### config.mk
export PLATFORM = sky130hd
export DESIGN_NAME = reorder_buffer_flat
export DESIGN_NICKNAME = d
export VERILOG_FILES = /design/src/rtl/reorder_buffer_if.sv /design/src/rtl/reorder_buffer.sv /design/src/flat_wrapper.sv
export SDC_FILE = /design/constraint.sdc
export NUM_CORES = 1
export LEC_CHECK = 0
export CORE_MARGIN = 3
export CORE_UTILIZATION = 65
export DETAILED_ROUTE_END_ITERATION = 10
export PLACE_DENSITY_LB_ADDON = 0.15
export SYNTH_ARGS = -nofsm -noshare
export SYNTH_HDL_FRONTEND = slang
export SYNTH_SLANG_ARGS = --single-unit
### constraint.sdc
create_clock -name clk -period 24.6 [get_ports clk]
set_input_delay 3.69 -clock clk [delete_from_list [all_inputs] [get_ports clk]]
set_output_delay 3.69 -clock clk [all_outputs]
set_load 0.005 [all_outputs]
### src/rtl/reorder_buffer_if.sv
// Decoder / writeback / commit bundle between the reorder buffer and the core pipeline.
interface reorder_buffer_if #(
    parameter int unsigned ROB_POS_WID = 4
) ();
    logic                   rdy;
    logic                   issue;
    logic [4:0]             issue_rd;
    logic                   issue_is_br;
    logic                   issue_pred_jump;
    logic [ROB_POS_WID-1:0] issue_rob_pos;
    logic                   full;
    logic                   wb_valid;
    logic [ROB_POS_WID-1:0] wb_rob_pos;
    logic [31:0]            wb_val;
    logic                   wb_real_jump;
    logic [31:0]            wb_real_pc;
    logic [ROB_POS_WID-1:0] query_pos;
    logic                   query_ready;
    logic [31:0]            query_val;
    logic                   rob_commit;
    logic [4:0]             rob_commit_rd;
    logic [31:0]            rob_commit_val;
    logic [ROB_POS_WID-1:0] rob_commit_rob_pos;
    logic                   rollback;
    logic [31:0]            rollback_pc;

    modport master (
        output rdy, issue, issue_rd, issue_is_br, issue_pred_jump,
        output wb_valid, wb_rob_pos, wb_val, wb_real_jump, wb_real_pc, query_pos,
        input  issue_rob_pos, full, query_ready, query_val,
        input  rob_commit, rob_commit_rd, rob_commit_val, rob_commit_rob_pos,
        input  rollback, rollback_pc
    );

    modport slave (
        input  rdy, issue, issue_rd, issue_is_br, issue_pred_jump,
        input  wb_valid, wb_rob_pos, wb_val, wb_real_jump, wb_real_pc, query_pos,
        output issue_rob_pos, full, query_ready, query_val,
        output rob_commit, rob_commit_rd, rob_commit_val, rob_commit_rob_pos,
        output rollback, rollback_pc
    );
endinterface

### src/rtl/reorder_buffer.sv
// Circular reorder buffer: in-order allocate, out-of-order writeback, in-order commit,
// full flush on a mispredicted branch commit.
module reorder_buffer #(
    parameter int unsigned ROB_SIZE    = 16,
    parameter int unsigned ROB_POS_WID = 4
) (
    input  logic            clk,
    input  logic            rst,
    reorder_buffer_if.slave bus
);
    localparam int unsigned CNT_WID = ROB_POS_WID + 1;

    logic [4:0]             r_rd      [ROB_SIZE];
    logic [31:0]            r_val     [ROB_SIZE];
    logic [31:0]            r_real_pc [ROB_SIZE];
    logic [ROB_SIZE-1:0]    r_is_br;
    logic [ROB_SIZE-1:0]    r_pred_jump;
    logic [ROB_SIZE-1:0]    r_real_jump;
    logic [ROB_SIZE-1:0]    r_ready;
    logic [ROB_POS_WID-1:0] r_head;
    logic [ROB_POS_WID-1:0] r_tail;
    logic [CNT_WID-1:0]     r_count;

    logic                   r_commit;
    logic [4:0]             r_commit_rd;
    logic [31:0]            r_commit_val;
    logic [ROB_POS_WID-1:0] r_commit_pos;
    logic                   r_rollback;
    logic [31:0]            r_rollback_pc;

    logic                   w_full;
    logic                   w_issue_ok;
    logic                   w_wb_ok;
    logic                   w_commit;
    logic                   w_mispredict;
    logic                   w_bypass;
    logic [ROB_POS_WID-1:0] w_wb_off;

    // Writeback is accepted only if its slot lies inside the live head..tail window.
    always_comb begin
        w_full       = (r_count == CNT_WID'(ROB_SIZE));
        w_wb_off     = bus.wb_rob_pos - r_head;
        w_issue_ok   = bus.issue && !w_full && !r_rollback;
        w_wb_ok      = bus.wb_valid && !r_rollback && (CNT_WID'(w_wb_off) < r_count);
        w_commit     = (r_count != '0) && r_ready[r_head];
        w_mispredict = w_commit && r_is_br[r_head] && (r_real_jump[r_head] != r_pred_jump[r_head]);
        w_bypass     = bus.wb_valid && (bus.wb_rob_pos == bus.query_pos);
    end

    assign bus.full               = w_full;
    assign bus.issue_rob_pos      = r_tail;
    assign bus.query_ready        = w_bypass ? 1'b1 : r_ready[bus.query_pos];
    assign bus.query_val          = w_bypass ? bus.wb_val : r_val[bus.query_pos];
    assign bus.rob_commit         = r_commit;
    assign bus.rob_commit_rd      = r_commit_rd;
    assign bus.rob_commit_val     = r_commit_val;
    assign bus.rob_commit_rob_pos = r_commit_pos;
    assign bus.rollback           = r_rollback;
    assign bus.rollback_pc        = r_rollback_pc;

    // Pointer, entry and commit-port update; entry payloads need no reset because ready gates them.
    always_ff @(posedge clk) begin
        if (rst) begin
            r_head        <= '0;
            r_tail        <= '0;
            r_count       <= '0;
            r_ready       <= '0;
            r_commit      <= 1'b0;
            r_commit_rd   <= '0;
            r_commit_val  <= '0;
            r_commit_pos  <= '0;
            r_rollback    <= 1'b0;
            r_rollback_pc <= '0;
        end else if (!bus.rdy) begin
            r_commit   <= 1'b0;
            r_rollback <= 1'b0;
        end else begin
            r_commit   <= w_commit;
            r_rollback <= w_mispredict;
            if (w_commit) begin
                r_commit_rd  <= r_is_br[r_head] ? 5'd0 : r_rd[r_head];
                r_commit_val <= r_val[r_head];
                r_commit_pos <= r_head;
            end
            if (w_mispredict) begin
                r_rollback_pc <= r_real_pc[r_head];
                r_head        <= '0;
                r_tail        <= '0;
                r_count       <= '0;
                r_ready       <= '0;
            end else begin
                if (w_wb_ok) begin
                    r_ready[bus.wb_rob_pos]     <= 1'b1;
                    r_val[bus.wb_rob_pos]       <= bus.wb_val;
                    r_real_jump[bus.wb_rob_pos] <= bus.wb_real_jump;
                    r_real_pc[bus.wb_rob_pos]   <= bus.wb_real_pc;
                end
                if (w_commit) begin
                    r_ready[r_head] <= 1'b0;
                    r_head          <= r_head + ROB_POS_WID'(1);
                end
                if (w_issue_ok) begin
                    r_rd[r_tail]        <= bus.issue_rd;
                    r_is_br[r_tail]     <= bus.issue_is_br;
                    r_pred_jump[r_tail] <= bus.issue_pred_jump;
                    r_ready[r_tail]     <= 1'b0;
                    r_tail              <= r_tail + ROB_POS_WID'(1);
                end
                r_count <= r_count + CNT_WID'(w_issue_ok) - CNT_WID'(w_commit);
            end
        end
    end
endmodule

### src/flat_wrapper.sv
// flat-port wrapper written by rule: the top's interface ports become plain ports
module reorder_buffer_flat 
#(
    parameter int unsigned ROB_SIZE    = 16,
    parameter int unsigned ROB_POS_WID = 4
)
  (clk, rst, bus_rdy, bus_issue, bus_issue_rd, bus_issue_is_br, bus_issue_pred_jump, bus_wb_valid, bus_wb_rob_pos, bus_wb_val, bus_wb_real_jump, bus_wb_real_pc, bus_query_pos, bus_issue_rob_pos, bus_full, bus_query_ready, bus_query_val, bus_rob_commit, bus_rob_commit_rd, bus_rob_commit_val, bus_rob_commit_rob_pos, bus_rollback, bus_rollback_pc);
  reorder_buffer_if #(.ROB_POS_WID(ROB_POS_WID)) bus_i ();
  input  logic clk;
  input  logic rst;
  input wire logic [$bits(bus_i.rdy)-1:0] bus_rdy;
  input wire logic [$bits(bus_i.issue)-1:0] bus_issue;
  input wire logic [$bits(bus_i.issue_rd)-1:0] bus_issue_rd;
  input wire logic [$bits(bus_i.issue_is_br)-1:0] bus_issue_is_br;
  input wire logic [$bits(bus_i.issue_pred_jump)-1:0] bus_issue_pred_jump;
  input wire logic [$bits(bus_i.wb_valid)-1:0] bus_wb_valid;
  input wire logic [$bits(bus_i.wb_rob_pos)-1:0] bus_wb_rob_pos;
  input wire logic [$bits(bus_i.wb_val)-1:0] bus_wb_val;
  input wire logic [$bits(bus_i.wb_real_jump)-1:0] bus_wb_real_jump;
  input wire logic [$bits(bus_i.wb_real_pc)-1:0] bus_wb_real_pc;
  input wire logic [$bits(bus_i.query_pos)-1:0] bus_query_pos;
  output wire logic [$bits(bus_i.issue_rob_pos)-1:0] bus_issue_rob_pos;
  output wire logic [$bits(bus_i.full)-1:0] bus_full;
  output wire logic [$bits(bus_i.query_ready)-1:0] bus_query_ready;
  output wire logic [$bits(bus_i.query_val)-1:0] bus_query_val;
  output wire logic [$bits(bus_i.rob_commit)-1:0] bus_rob_commit;
  output wire logic [$bits(bus_i.rob_commit_rd)-1:0] bus_rob_commit_rd;
  output wire logic [$bits(bus_i.rob_commit_val)-1:0] bus_rob_commit_val;
  output wire logic [$bits(bus_i.rob_commit_rob_pos)-1:0] bus_rob_commit_rob_pos;
  output wire logic [$bits(bus_i.rollback)-1:0] bus_rollback;
  output wire logic [$bits(bus_i.rollback_pc)-1:0] bus_rollback_pc;
  assign bus_i.rdy = bus_rdy;
  assign bus_i.issue = bus_issue;
  assign bus_i.issue_rd = bus_issue_rd;
  assign bus_i.issue_is_br = bus_issue_is_br;
  assign bus_i.issue_pred_jump = bus_issue_pred_jump;
  assign bus_i.wb_valid = bus_wb_valid;
  assign bus_i.wb_rob_pos = bus_wb_rob_pos;
  assign bus_i.wb_val = bus_wb_val;
  assign bus_i.wb_real_jump = bus_wb_real_jump;
  assign bus_i.wb_real_pc = bus_wb_real_pc;
  assign bus_i.query_pos = bus_query_pos;
  assign bus_issue_rob_pos = bus_i.issue_rob_pos;
  assign bus_full = bus_i.full;
  assign bus_query_ready = bus_i.query_ready;
  assign bus_query_val = bus_i.query_val;
  assign bus_rob_commit = bus_i.rob_commit;
  assign bus_rob_commit_rd = bus_i.rob_commit_rd;
  assign bus_rob_commit_val = bus_i.rob_commit_val;
  assign bus_rob_commit_rob_pos = bus_i.rob_commit_rob_pos;
  assign bus_rollback = bus_i.rollback;
  assign bus_rollback_pc = bus_i.rollback_pc;
  reorder_buffer #(.ROB_SIZE(ROB_SIZE), .ROB_POS_WID(ROB_POS_WID)) u_core (.clk(clk), .rst(rst), .bus(bus_i));
endmodule
==> impl.org, run 1 <==
** Run status
- Outcome :: finished clean

** Critical path
- Of all nets on the critical path, the largest fanout is 61.
- Tracing the worst setup path back leads to its startpoint at bus_query_pos[0].
- R2R Setup Slk :: 17890 ps
- The worst register-to-register path has a depth of 11.
- Critical register-to-register path startpoint :: u_core.r_head[1]
- Category of the worst setup path capture point :: output port
- At the worst endpoint, the required time is 20910 ps.
- The worst setup path is of the input pin to output port kind.
- STA classifies the critical path startpoint as an input pin.
- Critical path destination :: bus_query_val[27]
- The endpoint identified for the worst register-to-register timing path is u_core.r_val[15][3].
- Data arrives at the worst endpoint at 7000 ps.

** Synth
- After synthesis, the largest area contributor takes up 65.23% of total cell area.
- Summed over all instances, the cell type with the most area after synthesis is sky130_fd_sc_hd__edfxtp_1.
- In the synthesized netlist the async set-or-reset flop fraction comes to 0%.
- Syn_area_per_cell :: 20.89 um^2
- Primary FF master, synth :: sky130_fd_sc_hd__edfxtp_1
- Count of synthesis-stage warnings from yosys :: 0
- Cells after synthesis :: 2539
- The number of nets handed over by synthesis was 2646.
- Distinct cells, synth :: 57
- Main area contributors after synthesis :: sky130_fd_sc_hd__edfxtp_1 65%, sky130_fd_sc_hd__mux4_2 22%, sky130_fd_sc_hd__dfxtp_1 4.1%
- The synthesized design contains 1260 register bits.
- Of the synthesized area, sequential elements account for 69.31%.
- The cell area that synthesis handed to floorplanning was 53030 um^2.
- Number of enable flip-flop cells after synthesis :: 1152

** Clock network
- Hold_buf cts :: 0
- Setup repair bufs after CTS :: 0
- Clock input transition at the sequential cells of the worst setup and hold paths :: 50 ps
- Post-CTS resize count :: 0
- CTS placed an instance of sky130_fd_sc_hd__clkbuf_16 at the clock tree root.
- Deepest clock path buffer count :: 3
- At the later pin of the worst-skew pair, clock insertion delay measures 720 ps.
- TritonCTS clock tree :: done
- Buffers inserted during clock tree synthesis total 130.
- The H-tree was split into 4 levels.
- The clock drives 1260 sinks.

** Routing
- Count of nets left with antenna violations after detail routing :: 0
- Average vias per placed instance :: 7.273
- In the routed design, unresolved DRC markers number 0.
- After detailed routing, the average wire length per cell comes to 33.62 um.
- Wire length after detailed routing :: 131800 um
- For this block, the initial DRC count from the detailed router was 3669.
- The first detailed-routing pass took 6 iterations.
- The detailed router placed 28503 vias in this run.

** Floorplan
- Floorplan core area :: 80680 um^2
- I/O pin count :: 198
- Area enclosed by the die boundary :: 85050 um^2
- Measured along the y axis, the die boundary spans 291.6 um.
- Cell Rows :: 104
- The floorplan step set the die width to 291.6 um.
- Effective utilization at floorplan :: 65.73%

** Placed design
- Once detailed placement completed, the half-perimeter wirelength came to 67810 um.
- After detailed placement, the total cell area comes to 56160 um^2.
- RD Place Congestion :: 0.8979
- Worst slack at placement :: 13820 ps
- Count of buffers inserted at the top-level ports :: 197

** Timing
- Between clock sinks in the finished design, the worst skew comes to 31.90 ps.
- Least setup slack across all paths after layout :: 13910 ps
- Tightest slew margin relative to the limit :: 11.31%
- The worst path uses 43.46% of the clock period.
- Adding up every negative setup slack in the final design gives 0 ps.
- The total count of max-transition violations in the final report came to 0.
- Final hold violations :: 0
- Slew at the pin closest to its max-slew limit :: 1318 ps
- Timing would allow up to 0.09353 GHz.
- Counting I/O delays and the setup requirement, the final critical path takes 10690 ps.
- # setup viols final :: 0
- Setup repair after global routing left no endpoint under its margin.

** Finish
- Highest-count cells in the layout ignoring fill and taps :: 1152 x sky130_fd_sc_hd__edfxtp_1, 523 x sky130_fd_sc_hd__mux4_2, 192 x sky130_fd_sc_hd__clkdlybuf4s50_1
- Most common library cell in the layout ignoring fill and taps :: sky130_fd_sc_hd__edfxtp_1
- Share of final-layout standard cells stronger than drive strength 1 :: 30.81%
- The layout has 4343 filler cells.
- Synth-to-layout area growth :: 14.25%
- After routing the design area is 60590 um^2.
- Net total in the final layout :: 2855

** GRT
- The number of antenna violations at the first check in global routing was 9.
- Vias in the first global route :: 29704
- Total track usage :: 31.77%
- Entering global routing, the biggest net connects 123 pins.
- The first global-routing pass estimated 195900 um of wire.
- Overall overflow remaining after global route :: 0

** Power
- For this design the ratio of total power to cell area is 75.31 nW/um^2.
- Highest ir drop seen on vdd :: 71.65 uV
- Static Leakage :: 18.29 nW

** Min path
- Class of the worst hold path :: flip-flop to flip-flop
- Number of stages on the worst hold path :: 2

** Job
- Max-cap violations in this run came to 0.
cell families after synthesis:
kind of cell,Yosys count,synth area share (%)
flip-flops,1260,69.31
adder cells (fa/ha/maj),22,0.5474
multiplexers,563,23.05
buffers and inverters,210,1.755
AO/OA/AOI/OAI,192,2.251
XOR/XNOR,18,0.3115
AND/OR/NAND/NOR,274,2.777
cells in the mapped netlist (9+ instances only):
| cell | n |
|---|---|
| sky130_fd_sc_hd__dfxtp_1 | 108 |
| sky130_fd_sc_hd__nor2_1 | 22 |
| sky130_fd_sc_hd__o21ai_0 | 48 |
| sky130_fd_sc_hd__a221oi_1 | 10 |
| sky130_fd_sc_hd__mux4_2 | 523 |
| sky130_fd_sc_hd__clkbuf_1 | 107 |
| sky130_fd_sc_hd__nor3_1 | 23 |
| sky130_fd_sc_hd__edfxtp_1 | 1152 |
| sky130_fd_sc_hd__nand2_1 | 97 |
| sky130_fd_sc_hd__nor4_2 | 18 |
| sky130_fd_sc_hd__inv_1 | 21 |
| sky130_fd_sc_hd__a211oi_1 | 9 |
| sky130_fd_sc_hd__xor2_1 | 9 |
| sky130_fd_sc_hd__buf_6 | 10 |
| sky130_fd_sc_hd__buf_2 | 51 |
| sky130_fd_sc_hd__ha_1 | 20 |
| sky130_fd_sc_hd__mux2_2 | 36 |
| sky130_fd_sc_hd__nor4_1 | 37 |
| sky130_fd_sc_hd__buf_1 | 19 |
| sky130_fd_sc_hd__a21oi_1 | 77 |
| sky130_fd_sc_hd__nand3_1 | 44 |
worst max-delay path, stage by stage:
cell	delay (ps)
sky130_fd_sc_hd__clkbuf_8	590
sky130_fd_sc_hd__buf_4	760
sky130_fd_sc_hd__xor2_1	210
sky130_fd_sc_hd__nor4_4	260
sky130_fd_sc_hd__buf_4	470
sky130_fd_sc_hd__mux2_2	430
sky130_fd_sc_hd__clkdlybuf4s50_1	450
area by class of cell:
class                      count  area [um^2]  area share [%]
sequential                  1260        36770           60.68
tap                         1060         1326           2.189
clock buffer                 176         3598           5.939
timing repair buffer         265         2484           4.099
inverter                      22        87.58          0.1446
clock inverter                61        809.5           1.336
multi-input combinational   1069        15500           25.59
antenna                        6        15.01         0.02478
power breakdown:
part | switching (W) | internal (W)
sequential | 0.00000606 | 0.00235
combinational | 0.000111 | 0.0000841
clock | 0.000813 | 0.00120
worst min path at each step:
stage / startpoint / end / slack (ps)
final: u_core.bus.rob_commit_val[17] / u_core.bus.rob_commit_val[17] / 450
after global routing: u_core.bus.rob_commit_val[14] / u_core.bus.rob_commit_val[14] / 480
after CTS: u_core.bus.rob_commit_val[17] / u_core.bus.rob_commit_val[17] / 460
after detailed placement: u_core.bus.rob_commit_val[2] / u_core.bus.rob_commit_val[2] / 450
after global placement: u_core.bus.rob_commit_rob_pos[1] / u_core.bus.rob_commit_rob_pos[1] / 440
after floorplan: u_core.bus.rob_commit_rob_pos[0] / u_core.bus.rob_commit_rob_pos[0] / 450
sequential cells by signal, summed over array words and instances, names as in the netlist, named ones only:
name,cells
u_core.bus.issue_rob_pos,4
u_core.bus.rob_commit,1
u_core.bus.rob_commit_rd,5
u_core.bus.rob_commit_rob_pos,4
u_core.bus.rob_commit_val,32
u_core.bus.rollback,1
u_core.bus.rollback_pc,32
u_core.r_count,5
u_core.r_head,4
u_core.r_is_br,16
u_core.r_pred_jump,16
u_core.r_rd,80
u_core.r_ready,16
u_core.r_real_jump,16
u_core.r_real_pc,512
u_core.r_val,512
routing by layer:
layer  global-route usage (%)  vias up  routed length, um
met5                        0        -                 92
met4                    11.94       14               4538
met3                    7.811      346              13150
met2                    51.72     1829              66710
met1                    42.68    15028              47280
li1                         -    11286                  -
per-stage QoR:
stage | hold WS, ps | instances | power [W] | util, %
2_1_floorplan | 452.7 | 2539 | 0.002500 | -
3_3_place_gp | 441.4 | 3676 | 0.002581 | 69.60
3_5_place_dp | 449.7 | 3676 | 0.002589 | 69.60
4_1_cts | 457.9 | 3913 | 0.004586 | 75.07
5_1_grt | 483.7 | 3914 | 0.004685 | 75.09
6_report | 453.8 | 3919 | 0.004563 | 75.10
(Power assumes the default switching activity.)
==> inputs of run 2 (changes only) <==
--- a/config.mk
+++ b/config.mk
@@ -6,7 +6,7 @@
 export NUM_CORES = 1
 export LEC_CHECK = 0
 export CORE_MARGIN = 3
-export CORE_UTILIZATION = 65
+export CORE_UTILIZATION = 55
 export DETAILED_ROUTE_END_ITERATION = 10
 export PLACE_DENSITY_LB_ADDON = 0.15
 export SYNTH_ARGS = -nofsm -noshare
==> constraint.sdc (replaced) <==
create_clock -name clk -period 8.9 [get_ports clk]
set_input_delay 1.335 -clock clk [delete_from_list [all_inputs] [get_ports clk]]
set_output_delay 1.335 -clock clk [all_outputs]
set_load 0.005 [all_outputs]
==> run 2 against run 1 <==
  * Clock power rose to 2.7 times the previous value
  * Utilization fell by 11 points
  * Final area rose by 0.32%
  * Non-clock buffer count fell by 8
  * Routed wire length fell by 5.0%
  * Setup slack got worse by 11000 ps
  * Global-route usage fell by 6.1 points
  * Via count fell by 4.4%
  * Sequential cell count did not move
  * Total power rose to 2.7 times the previous value
  * Critical endpoint is now u_core.r_real_pc[9][1]
==> impl.org, run 2 (synthesis gave the netlist of run 1 again) <==
** GRT
- Overall overflow remaining after global route :: 0
- Global routing consumed, over all layers together, 25.67% of the routing resources.
- First-pass GRT wire length :: 187400 um
- Maximum number of pins on one net before global-route repair :: 96
- The number of global-route vias before repair is 28415.
- The number of antenna violations at the first check in global routing is 8.

** Critical path
- Walking the worst path, the cells encountered are buf_4 -> buf_4 -> mux2i_1 -> a221o_1 -> a2bb2o_4 -> nand2_4 -> nor2_4 -> buf_4 -> nor4_4 -> buf_4.
- Class of the most critical setup path :: flip-flop to flip-flop
- The endpoint identified for the worst register-to-register timing path is u_core.r_real_pc[9][1].
- Counting stages on the worst path, the most repeated cell is sky130_fd_sc_hd__buf_4.
- Largest fanout on the critical path :: 58
- Stage delay of the slowest cell on the critical path :: 880 ps
- Startpoint Class :: flip-flop
- At the worst endpoint, the arrival time is 6370 ps.
- Slowest CP cell :: sky130_fd_sc_hd__buf_4
- Worst reg2reg path depth :: 10
- The critical path contains buffers and inverters numbering 4 combined.
- The cell family contributing the most delay on the critical path is buffers and inverters.
- Critical register-to-register path startpoint :: u_core.r_head[1]
- The worst setup path is captured at a flip-flop.
- For flop-to-flop paths, the worst setup slack is 2860 ps.
- Data required time of the worst path :: 9230 ps

** Timing
- Setup skew after layout :: 25.57 ps
- At the pin with the least slew margin, the transition time is 1300 ps.
- Adding up every negative setup slack in the final design gives 0 ps.
- The worst pin sits at a relative slew slack of 12.55%.
- Fin crit period :: 6040 ps
- Across all hold checks on the routed design, the worst slack comes to 452.3 ps.
- Period utilisation layout :: 67.87%
- # setup viols final :: 0
- Setup repair after global routing left no endpoint under its margin.
- Final hold violations :: 0
- Derived from the worst setup path, the maximum achievable clock frequency is 0.1656 GHz.
- The total count of max-transition violations in the final report was 0.

** Power
- For this design the static power due to leakage is 18.19 nW.
- For this design the ratio of total power to cell area is 205.5 nW/um^2.
- Highest ir drop seen on vdd :: 150.8 uV
- The completed layout was analyzed and its total power is 0.01249 W.

** Floorplan
- 198 I/O pins were placed.
- The floorplan has 113 rows.
- Chip Width :: 316.5 um
- Floorplan core area :: 95290 um^2
- Effective utilization at floorplan :: 55.65%
- Area enclosed by the die boundary :: 100200 um^2
- The die is 316.5 um tall.

** Min path
- Class of the worst hold path :: flip-flop to flip-flop
- Number of stages on the worst hold path :: 2
- Endpoint, Worst Hold :: u_core.bus.rob_commit_val[11]
- The startpoint identified for the worst hold timing path is u_core.bus.rob_commit_val[11].

** Routing
- Average wire length per cell after detail routing :: 30.46 um
- Dividing the detail-routed via count by the number of cells gives 6.627.
- The first detailed-routing pass took 7 iterations.
- For this block, the via count after detailed routing is 27242.
- Count of nets left with antenna violations after detail routing :: 0
- For this run, design rule violations remaining after detail routing come to 0.
- Count of routing violations after the opening detailed-route iteration :: 2900
- After detailed routing, the total wire length is 125200 um.

** Run status
- The flow ran to the end, and the final reports show no timing, DRC or antenna violations.

** Finish
- Once layout is complete, the cells apart from fillers number 4111.
- Share of final-layout standard cells stronger than drive strength 1 :: 30.17%
- Leaving out fill and tap cells, the most frequent cell in the layout is sky130_fd_sc_hd__edfxtp_1.
- Highest-count cells in the layout ignoring fill and taps :: 1152 x sky130_fd_sc_hd__edfxtp_1, 523 x sky130_fd_sc_hd__mux4_2, 192 x sky130_fd_sc_hd__clkdlybuf4s50_1
- Largest registers ranked by flip-flop count :: u_core.r_real_pc: 512 flops, u_core.r_val: 512 flops, u_core.r_rd: 80 flops
- After routing the design area is 60790 um^2.
- Relative to the synthesized area, the layout overhead comes to 14.62%.
- In the final design database the tool counted 2850 nets.

** Placed design
- After detailed placement, the design holds a cell count of 3873.
- Placement-stage cell area :: 56490 um^2
- The count of buffers added on input and output ports is 197.
- The HPWL after detailed placement is 69650 um.
- RD Place Congestion :: 0.8404

** Job
- Across the run, the number of max-cap violations was 0.

** Clock network
- After clock tree synthesis, the clock-pin slew on the worst setup and hold paths is 60 ps.
- The number of setup buffers added after CTS is 0.
- # H-tree levels :: 4
- The later pin in the worst-skew pair is clocked with a latency of 720 ps.
- The clock net in this run drives a total of 1260 sinks.
- Deepest clock path buffer count :: 3
- Post-CTS resize count :: 0
- Hold_buf cts :: 0
- TritonCTS built the clock tree.
- The tree is rooted in a sky130_fd_sc_hd__clkbuf_16.
- Clock tree synthesis inserted a total of 133 buffers.
run 2: changes by cell type in the layout (fill, tap and decap cells not counted), sizes merged:
cell      before  now
bufinv        16   13
clkinvlp       2    6
inv           28   26
buf           72   64
diode          6    2
clkbuf       177  174
clkinv        37   40
run 2: power by group:
part           total [W]  switching [W]  internal, W
Combinational   0.000541       0.000311     0.000231
Sequential       0.00650      0.0000155      0.00649
Clock            0.00545        0.00219      0.00326
run 2: cell type report:
type	count	area, um^2
Tap cell	1265	1583
Fill cell	6424	34510
Timing Repair Buffer	257	2477
Clock inverter	63	643.1
Multi-Input combinational cell	1069	15580
Clock buffer	173	3646
Antenna cell	2	5.005
Sequential cell	1260	36770
Inverter	22	87.58
run 2: worst max path at each step:
stage | slack [ps] | endpoint | cells past startpoint | start
6_report | 2860 | u_core.r_real_pc[9][1] | 10 | u_core.r_head[1]
3_5_place_dp | 2220 | u_core.r_val[1][27] | 13 | bus_wb_rob_pos[0]
5_1_grt | 2600 | u_core.r_val[1][26] | 13 | bus_wb_rob_pos[0]
4_1_cts | 2890 | u_core.r_real_pc[9][5] | 10 | u_core.r_head[1]
3_3_place_gp | 2400 | u_core.r_val[1][30] | 13 | bus_wb_rob_pos[0]
2_1_floorplan | -1630 | u_core.r_real_pc[13][0] | 13 | bus_wb_rob_pos[0]
run 2: worst register-to-register path, cell delays in order, from the launching register on:
cell and delay [ps]:
sky130_fd_sc_hd__dfxtp_4 770, sky130_fd_sc_hd__buf_4 910, sky130_fd_sc_hd__buf_4 900, sky130_fd_sc_hd__mux2i_1 420, sky130_fd_sc_hd__a221o_1 270, sky130_fd_sc_hd__a2bb2o_4 290
sky130_fd_sc_hd__nand2_4 240, sky130_fd_sc_hd__nor2_4 130, sky130_fd_sc_hd__buf_4 400, sky130_fd_sc_hd__nor4_4 390, sky130_fd_sc_hd__buf_4 870
run 2: through the flow:
stage	setup WS (ps)	utilization, %
6_report	2860	63.79
5_1_grt	2603	63.78
4_1_cts	2893	63.78
3_5_place_dp	2222	59.28
3_3_place_gp	2402	59.28
2_1_floorplan	-1628	-
run 2: routing by layer:
layer | routed length [um] | part of all wire (%) | up-vias | track usage [%]
li1 | - | - | 11253 | -
met1 | 49120 | 39 | 14501 | 35.73
met2 | 62960 | 50 | 1270 | 42.08
met3 | 10490 | 8.4 | 210 | 5.549
met4 | 2592 | 2.1 | 8 | 6.574
met5 | 51 | 0.041 | - | 0
